==> config.mk <==
export PLATFORM = sky130hd
export DESIGN_NAME = sys_array_ctrl_flat
export DESIGN_NICKNAME = d
export VERILOG_FILES = /design/src/rtl/sys_array_ctrl_if.sv /design/src/rtl/sys_array_ctrl.sv /design/src/flat_wrapper.sv
export SDC_FILE = /design/constraint.sdc
export NUM_CORES = 1
export LEC_CHECK = 0
export BUFFER_PORTS_ARGS = -buffer_cell sky130_fd_sc_hd__buf_2
export CAP_MARGIN = 40
export CORE_MARGIN = 3
export CORE_UTILIZATION = 40
export CTS_CLUSTER_DIAMETER = 80
export CTS_CLUSTER_SIZE = 28
export DETAILED_ROUTE_END_ITERATION = 10
export GPL_TIMING_DRIVEN = 1
export PLACE_DENSITY = 0.57
export RECOVER_POWER = 25
export SLEW_MARGIN = 5
export SYNTH_ARGS = -nofsm -noshare
export SYNTH_HDL_FRONTEND = slang
export SYNTH_SLANG_ARGS = --single-unit
==> constraint.sdc <==
create_clock -name clk -period 4.9 [get_ports clk]
set_input_delay 0 -clock clk [delete_from_list [all_inputs] [get_ports clk]]
set_output_delay 0 -clock clk [all_outputs]
set_load 0.03 [all_outputs]
==> src/rtl/sys_array_ctrl_if.sv <==
// Job-request and array-sequencing signals between the buffer front end (master)
// and the systolic-array sequencer (slave).
interface sys_array_ctrl_if #(
    parameter int ARRAY_H      = 4,
    parameter int ARRAY_W      = 4,
    parameter int VEC_ADDR_W   = 8,
    parameter int PARAM_ADDR_W = 2
);
    logic                    start;
    logic                    skip_load;
    logic [VEC_ADDR_W-1:0]   num_vectors;
    logic                    busy;
    logic                    done;
    logic                    param_load;
    logic [PARAM_ADDR_W-1:0] param_rd_addr;
    logic                    in_rd_en;
    logic [VEC_ADDR_W-1:0]   in_rd_addr;
    logic [ARRAY_H-1:0]      row_en;
    logic [ARRAY_W-1:0]      col_valid;

    modport master (
        output start, skip_load, num_vectors,
        input  busy, done, param_load, param_rd_addr, in_rd_en, in_rd_addr, row_en, col_valid
    );

    modport slave (
        input  start, skip_load, num_vectors,
        output busy, done, param_load, param_rd_addr, in_rd_en, in_rd_addr, row_en, col_valid
    );
endinterface

==> src/rtl/sys_array_ctrl.sv <==
// Sequencer for a weight-stationary systolic array: loads the parameter chain,
// streams input vectors with diagonal row skew and flags results leaving each column.
module sys_array_ctrl #(
    parameter int ARRAY_H      = 4,
    parameter int ARRAY_W      = 4,
    parameter int VEC_ADDR_W   = 8,
    parameter int PARAM_ADDR_W = 2
) (
    input  logic             clk,
    input  logic             reset,
    sys_array_ctrl_if.slave  bus
);
    localparam int CHAIN_W = ARRAY_H + ARRAY_W;
    localparam int DRAIN_W = $clog2(CHAIN_W);
    localparam logic [DRAIN_W-1:0]      DRAIN_LAST = DRAIN_W'(CHAIN_W - 2);
    localparam logic [PARAM_ADDR_W-1:0] PARAM_TOP  = PARAM_ADDR_W'(ARRAY_H - 1);

    typedef enum logic [2:0] {
        S_IDLE   = 3'd0,
        S_LOAD   = 3'd1,
        S_STREAM = 3'd2,
        S_DRAIN  = 3'd3,
        S_DONE   = 3'd4
    } state_e;

    state_e                  state_q;
    logic [VEC_ADDR_W-1:0]   n_q;
    logic [VEC_ADDR_W-1:0]   in_rd_addr_q;
    logic [DRAIN_W-1:0]      drain_q;
    logic [PARAM_ADDR_W-1:0] param_rd_addr_q;
    logic                    busy_q;
    logic                    done_q;
    logic                    param_load_q;
    logic                    in_rd_en_q;
    logic [CHAIN_W-2:0]      skew_q;
    logic [CHAIN_W-1:0]      chain_s;

    // Job sequencer; every output is registered against the state being entered.
    always_ff @(posedge clk) begin
        if (reset) begin
            state_q         <= S_IDLE;
            n_q             <= '0;
            in_rd_addr_q    <= '0;
            drain_q         <= '0;
            param_rd_addr_q <= '0;
            busy_q          <= 1'b0;
            done_q          <= 1'b0;
            param_load_q    <= 1'b0;
            in_rd_en_q      <= 1'b0;
        end else begin
            case (state_q)
                S_IDLE: begin
                    if (bus.start) begin
                        n_q          <= bus.num_vectors;
                        in_rd_addr_q <= '0;
                        if (!bus.skip_load) begin
                            state_q         <= S_LOAD;
                            busy_q          <= 1'b1;
                            param_load_q    <= 1'b1;
                            param_rd_addr_q <= PARAM_TOP;
                        end else if (bus.num_vectors == '0) begin
                            state_q <= S_DONE;
                            done_q  <= 1'b1;
                        end else begin
                            state_q    <= S_STREAM;
                            busy_q     <= 1'b1;
                            in_rd_en_q <= 1'b1;
                        end
                    end
                end
                S_LOAD: begin
                    // Bottom row is pushed first so row r ends up holding parameter row r.
                    if (param_rd_addr_q == '0) begin
                        param_load_q <= 1'b0;
                        if (n_q == '0) begin
                            state_q <= S_DONE;
                            busy_q  <= 1'b0;
                            done_q  <= 1'b1;
                        end else begin
                            state_q    <= S_STREAM;
                            in_rd_en_q <= 1'b1;
                        end
                    end else begin
                        param_rd_addr_q <= param_rd_addr_q - PARAM_ADDR_W'(1);
                    end
                end
                S_STREAM: begin
                    if (in_rd_addr_q == n_q - VEC_ADDR_W'(1)) begin
                        state_q    <= S_DRAIN;
                        in_rd_en_q <= 1'b0;
                        drain_q    <= DRAIN_LAST;
                    end else begin
                        in_rd_addr_q <= in_rd_addr_q + VEC_ADDR_W'(1);
                    end
                end
                S_DRAIN: begin
                    if (drain_q == '0) begin
                        state_q <= S_DONE;
                        busy_q  <= 1'b0;
                        done_q  <= 1'b1;
                    end else begin
                        drain_q <= drain_q - DRAIN_W'(1);
                    end
                end
                S_DONE: begin
                    state_q <= S_IDLE;
                    done_q  <= 1'b0;
                end
                default: begin
                    state_q      <= S_IDLE;
                    busy_q       <= 1'b0;
                    done_q       <= 1'b0;
                    param_load_q <= 1'b0;
                    in_rd_en_q   <= 1'b0;
                end
            endcase
        end
    end

    // Skew chain: tap k is in_rd_en delayed k cycles, independent of the FSM.
    always_ff @(posedge clk) begin
        if (reset) begin
            skew_q <= '0;
        end else begin
            skew_q[0] <= in_rd_en_q;
            for (int k = 1; k < CHAIN_W - 1; k++) begin
                skew_q[k] <= skew_q[k-1];
            end
        end
    end

    assign chain_s           = {skew_q, in_rd_en_q};
    assign bus.busy          = busy_q;
    assign bus.done          = done_q;
    assign bus.param_load    = param_load_q;
    assign bus.param_rd_addr = param_rd_addr_q;
    assign bus.in_rd_en      = in_rd_en_q;
    assign bus.in_rd_addr    = in_rd_addr_q;
    assign bus.row_en        = chain_s[ARRAY_H-1:0];
    assign bus.col_valid     = chain_s[CHAIN_W-1:ARRAY_H];
endmodule

==> src/flat_wrapper.sv <==
// flat-port wrapper written by rule: the top's interface ports become plain ports
module sys_array_ctrl_flat 
#(
    parameter int ARRAY_H      = 4,
    parameter int ARRAY_W      = 4,
    parameter int VEC_ADDR_W   = 8,
    parameter int PARAM_ADDR_W = 2
)
  (clk, reset, bus_start, bus_skip_load, bus_num_vectors, bus_busy, bus_done, bus_param_load, bus_param_rd_addr, bus_in_rd_en, bus_in_rd_addr, bus_row_en, bus_col_valid);
  sys_array_ctrl_if #(.ARRAY_H(ARRAY_H), .ARRAY_W(ARRAY_W), .VEC_ADDR_W(VEC_ADDR_W), .PARAM_ADDR_W(PARAM_ADDR_W)) bus_i ();
  input  logic clk;
  input  logic reset;
  input wire logic [$bits(bus_i.start)-1:0] bus_start;
  input wire logic [$bits(bus_i.skip_load)-1:0] bus_skip_load;
  input wire logic [$bits(bus_i.num_vectors)-1:0] bus_num_vectors;
  output wire logic [$bits(bus_i.busy)-1:0] bus_busy;
  output wire logic [$bits(bus_i.done)-1:0] bus_done;
  output wire logic [$bits(bus_i.param_load)-1:0] bus_param_load;
  output wire logic [$bits(bus_i.param_rd_addr)-1:0] bus_param_rd_addr;
  output wire logic [$bits(bus_i.in_rd_en)-1:0] bus_in_rd_en;
  output wire logic [$bits(bus_i.in_rd_addr)-1:0] bus_in_rd_addr;
  output wire logic [$bits(bus_i.row_en)-1:0] bus_row_en;
  output wire logic [$bits(bus_i.col_valid)-1:0] bus_col_valid;
  assign bus_i.start = bus_start;
  assign bus_i.skip_load = bus_skip_load;
  assign bus_i.num_vectors = bus_num_vectors;
  assign bus_busy = bus_i.busy;
  assign bus_done = bus_i.done;
  assign bus_param_load = bus_i.param_load;
  assign bus_param_rd_addr = bus_i.param_rd_addr;
  assign bus_in_rd_en = bus_i.in_rd_en;
  assign bus_in_rd_addr = bus_i.in_rd_addr;
  assign bus_row_en = bus_i.row_en;
  assign bus_col_valid = bus_i.col_valid;
  sys_array_ctrl #(.ARRAY_H(ARRAY_H), .ARRAY_W(ARRAY_W), .VEC_ADDR_W(VEC_ADDR_W), .PARAM_ADDR_W(PARAM_ADDR_W)) u_core (.clk(clk), .reset(reset), .bus(bus_i));
endmodule
# [Word-level counts from Yosys, hierarchy flattened]
# Cells that the tools add are included.
[classes] addsub=4 n_eq_ne=19 muxes=42 bitwise_logic=4 n_reduce_logical=20
[op_table] operator="3-bit two-way mux" count=9
[op_table] operator="1-bit two-way mux" count=20
[op_table] operator="8-bit logical NOT" count=2
[op_table] operator="8-bit two-way mux" count=2
[op_table] operator="2-bit inequality test (second input constant)" count=8
[op_table] operator="8-bit case mux with 2 select lines" count=1
[op_table] operator="7-bit AND reduction" count=2
[op_table] operator="1-bit case mux with 4 select lines" count=3
[op_table] operator="3-bit case mux with 4 select lines" count=1
[op_table] operator="4-bit AND reduction" count=3
[op_table] operator="2-bit by 1-bit inequality test with 1-bit output (second input constant)" count=5
[op_table] operator="8-bit by 1-bit adder with 8-bit output (second input constant)" count=1
[op_table] operator="8-bit == test" count=1
[op_table] operator="8-bit by 1-bit subtractor with 8-bit output (second input constant)" count=1
[op_table] operator="3-bit by 2-bit == test with 1-bit output (second input constant)" count=2
[op_table] operator="3-bit logical NOT" count=2
[op_table] operator="2-bit two-way mux" count=3
[op_table] operator="3-bit case mux with 2 select lines" count=1
[op_table] operator="3-bit AND reduction" count=2
[op_table] operator="6-bit AND reduction" count=1
[op_table] operator="2-bit nonzero test" count=3
[op_table] operator="1-bit inverter" count=4
[op_table] operator="2-bit case mux with 2 select lines" count=1
[op_table] operator="2-bit OR reduction" count=2
[op_table] operator="other kinds (9)" count=9
[totals] regBits=35 inputBits=12 out_inout_bits=22 elab_cells=99

# [Logic depth before layout (Yosys ltp)]
[depth] depth_word=5 depth_mapped=9 mapped_depth_nobuf=8

# [Least setup slack after synthesis]
# OpenSTA, ideal clock, no wires.
[synth_timing] path_kind="register -> register" start="register u_core.n_q[0]" end="register u_core.in_rd_addr_q[6] (netlist: u_core.bus.in_rd_addr[6])" setup_time_ns=0.070 t_arrival_ns=2.244 t_required_ns=4.830 slack_ns=2.587 path_stages_with_launch=9 path_buffers=0 synth_period_minus_slack_ns=2.313 path_cell_list="dfxtp_1 inv_1 ha_1 or4b_4 or3_4 o311ai_4 nor4_2 or4_1 a21oi_1"
[synth_between] elab_chain_len=4
[synth_rtl] item="start, declared" line="sys_array_ctrl.sv:27" source="logic [VEC_ADDR_W-1:0] n_q;"
[synth_rtl] item="start signal, assigned" line="sys_array_ctrl.sv:54" source="n_q <= bus.num_vectors;"
[synth_rtl] item="8-bit by 1-bit subtractor with 8-bit output" line="sys_array_ctrl.sv:88" source="if (in_rd_addr_q == n_q - VEC_ADDR_W'(1)) begin"
[synth_rtl] item="8-bit == test" line="sys_array_ctrl.sv:88"
[synth_rtl] item="2-bit inequality test (no source line)"
[synth_rtl] item="3-bit AND reduction (no source line)"
[synth_rtl] item="end signal, assigned" line="sys_array_ctrl.sv:93" source="in_rd_addr_q <= in_rd_addr_q + VEC_ADDR_W'(1);"
[synth_rtl] item="end, declared" line="sys_array_ctrl.sv:28" source="logic [VEC_ADDR_W-1:0] in_rd_addr_q;"
# No other way between the ends.
# A chain may end at the register's enable or synchronous reset.

# [Worst setup path in the final report]
[layout_timing] start="register u_core.n_q[0]" end="register u_core.drain_q[0]"
[layout_between] elab_chain_len=4
[layout_rtl] item="8-bit by 1-bit subtractor with 8-bit output" line="sys_array_ctrl.sv:88"
[layout_rtl] item="8-bit == test" line="sys_array_ctrl.sv:88"
[layout_rtl] item="2-bit by 1-bit inequality test with 1-bit output (no source line)"
[layout_rtl] item="3-bit AND reduction (no source line)"
[layout_rtl] item="end signal, assigned" line="sys_array_ctrl.sv:102" source="drain_q <= drain_q - DRAIN_W'(1);"
[layout_rtl] item="end, declared" line="sys_array_ctrl.sv:29" source="logic [DRAIN_W-1:0] drain_q;"
# No other way between the ends.

==> reports/qor.yml <==
outcome: "complete, no violations"
hold_end: "u_core.state_q[0]"
cp_cell_sequence: "inv_1 > ha_1 > or4b_4 > o21ai_2 > nand4b_1 > a2111oi_0 > o21ai_1 > mux2_1"
fin_skew_ns: 0.00375
cts_tree: "yes"
postCtsHoldBufs: 8
grt_start_max_net_pins: 30
vdd_ir_drop_max_mv: 0.353
synthFlopType: "dfxtp_1"
min-delay-start: "bus_skip_load"
portBuffers: 33
drc: 0
path_delay_family: "compound AO/OA/AOI/OAI gates"
num_rows: 24
grt.total_usage_pct: 17.4
dp_hpwl_um: 3230
start_util_pct: 42.6
layout-drive-gt1-share_pct: 16.7
synth_enable_flop_cells: 0
dieArea_mm2: 0.00567
cpMaxStageDelayCell: "or4b_4"
r2r-end: "u_core.drain_q[0]"
regToRegStartpoint: "u_core.n_q[0]"
tightestPinTransition_ns: 0.597
path_clk_slew_ns: 0.08
cts.repair.resized: 0
dieWidth_um: 75.3
syn-cell-area_mm2: 0.00192
ys_async_sr_fraction_pct: 0
hp-class: "in -> reg"
r2r_cells: 8
clock_path_buffers: 2
synth_area_per_cell_um2: 8.46
n_fill_cell: 443
placed_cell_area_mm2: 0.00209
num_vias: 1702
area_growth_syn_to_layout_pct: 18.6
numClockSinks: 35
grt_pass1_wl_um: 7520
wl_per_cell_um: 14.2
post-cts-setup-buffers: 0
clkLatencyLatePin_ns: 0.29
finalHoldViolations: 0
cts_root_buffer: "clkbuf_8"
cts_buffers: 5
syn-instance-count: 227
drt.antenna.violating_nets: 0
cp_data_required_time_ns: 5.08
first_global_vias: 1562
final_common_cell: "dfxtp_1"
setup_viol: 0
cp_max_fo: 6
ys_types: 58
fin_crit_ns: 2.65
gr-total-overflow: 0
max_slew_margin_pct: 59.8
ys_warn_count: 0
viasPerCell: 5.40
holdPathStages: 3
clock.fmax_ghz: 0.377
yosysSeqAreaShare_pct: 36.5
first_iter_violations: 90
core_area_mm2: 0.00450
fin_crit_sh_pct: 54.1
tns_ns: 0
arrival_ns: 2.83
crit_cells: 8
place.gp.congestion: 0.788
cp_num_buf_inv: 1
critical-path-max-stage-delay_ns: 0.50
ff2ff_setup_slack_ns: 2.25
num_antenna_cells: 0
power.leakage_nw: 0.887
power_density_mw_per_mm2: 520
cp-end-kind: "flop"
dr.pass1.iters: 4
cap_violations: 0
rsz0062_at_grt: "false"
ios: 34
cts.htree.levels: 2
maxSlewViolCount: 0
synth-seq-cells: 35
syn-num-nets: 244
path_class: "reg -> reg"
routed_wl_um: 4490
startpoint_type: "flop"
layout_common_cells: "dfxtp_1, nand2_1, buf_2, a21oi_1, nor2_1"
final_nets: 279
die_h_um: 75.3
design_area_mm2: 0.00228
antenna_found_initial: 0
-- cells in the mapped netlist (4+ instances only) --
cell type | n | share of area (%)
clkbuf_1 | 11 | 2.2
inv_1 | 10 | 2.0
o21ai_0 | 4 | 1.0
nor2b_1 | 11 | 3.6
xor2_1 | 8 | 3.7
nor2_1 | 12 | 2.3
nand2_1 | 27 | 5.3
a21oi_1 | 15 | 3.9
nor3_1 | 7 | 1.8
nor4_1 | 4 | 1.3
nand3_1 | 4 | 1.0
nand2b_1 | 5 | 1.6
or3_1 | 4 | 1.3
nand4_1 | 4 | 1.3
ha_1 | 5 | 3.3
dfxtp_1 | 35 | 37
-- final cells by class --
cell class / count / area [um2] / share of cell area (%)
multi-input combinational: 168 / 1120 / 49.1
sequential: 35 / 701 / 30.8
timing repair buffer: 42 / 244 / 10.7
clock buffer: 5 / 68.8 / 3.02
tap: 52 / 65.1 / 2.86
clock inverter: 3 / 43.8 / 1.92
inverter: 10 / 37.5 / 1.65
-- state kept, by name, summed over array words and instances, names as in the netlist --
name / flops
u_core.bus.busy: 1
u_core.bus.param_load: 1
u_core.drain_q: 3
u_core.bus.param_rd_addr: 2
u_core.bus.in_rd_en: 1
u_core.skew_q: 7
u_core.bus.done: 1
u_core.bus.in_rd_addr: 8
u_core.n_q: 8
u_core.state_q: 3
-- cell families after synthesis --
group	synth area share [%]
muxes	1.69
buffers and inverters	5.28
adders and majority gates	3.26
and+or+nand+nor	28.4
AOI/OAI and AO/OA	20.3
DFF	36.5
xor gates and xnor gates	4.56
-- power breakdown --
part           switching, mW  internal, mW
sequential            0.0821         0.337
combinational          0.293         0.205
clock                  0.114         0.152
total                  0.489         0.694
-- worst reg2reg max path: stages, from the launching register on --
cell,delay (ns)
dfxtp_1,0.36
inv_1,0.08
ha_1,0.25
or4b_4,0.51
o21ai_2,0.20
nand4b_1,0.12
a2111oi_0,0.46
o21ai_1,0.23
mux2_1,0.35
-- metal layers --
layer | up-vias | wire (um) | global-route usage (%)
li1 | 888 | - | -
met1 | 767 | 2300 | 25.3
met2 | 38 | 1920 | 25.2
met3 | 9 | 186 | 3.87
met4 | 0 | 79 | 5.83
met5 | - | 0 | 0
-- worst max-delay path by stage --
| stage | start | endpoint | slack [ns] |
|---|---|---|---|
| floorplan | u_core.n_q[0] | u_core.bus.in_rd_addr[6] | 2.59 |
| global placement | u_core.n_q[0] | u_core.bus.in_rd_en | 2.17 |
| detailed placement | u_core.n_q[0] | u_core.drain_q[0] | 2.23 |
| CTS | u_core.n_q[0] | u_core.drain_q[0] | 2.22 |
| global route | u_core.n_q[0] | u_core.drain_q[1] | 2.02 |
| finish | u_core.n_q[0] | u_core.drain_q[0] | 2.25 |
-- stage by stage --
step | setup WS, ns | instances | total power, mW | hold WS (ns) | util (%)
after floorplan | 2.59 | 227 | 0.813 | 0.136 | -
after global placement | 2.17 | 298 | 0.922 | 0.258 | 46.3
after detailed placement | 2.23 | 299 | 0.920 | 0.259 | 46.5
after CTS | 2.22 | 315 | 1.19 | 0.103 | 50.7
after global routing | 2.02 | 315 | 1.27 | 0.143 | 50.6
final | 2.25 | 315 | 1.18 | 0.103 | 50.6
(Power assumes the default switching activity.)
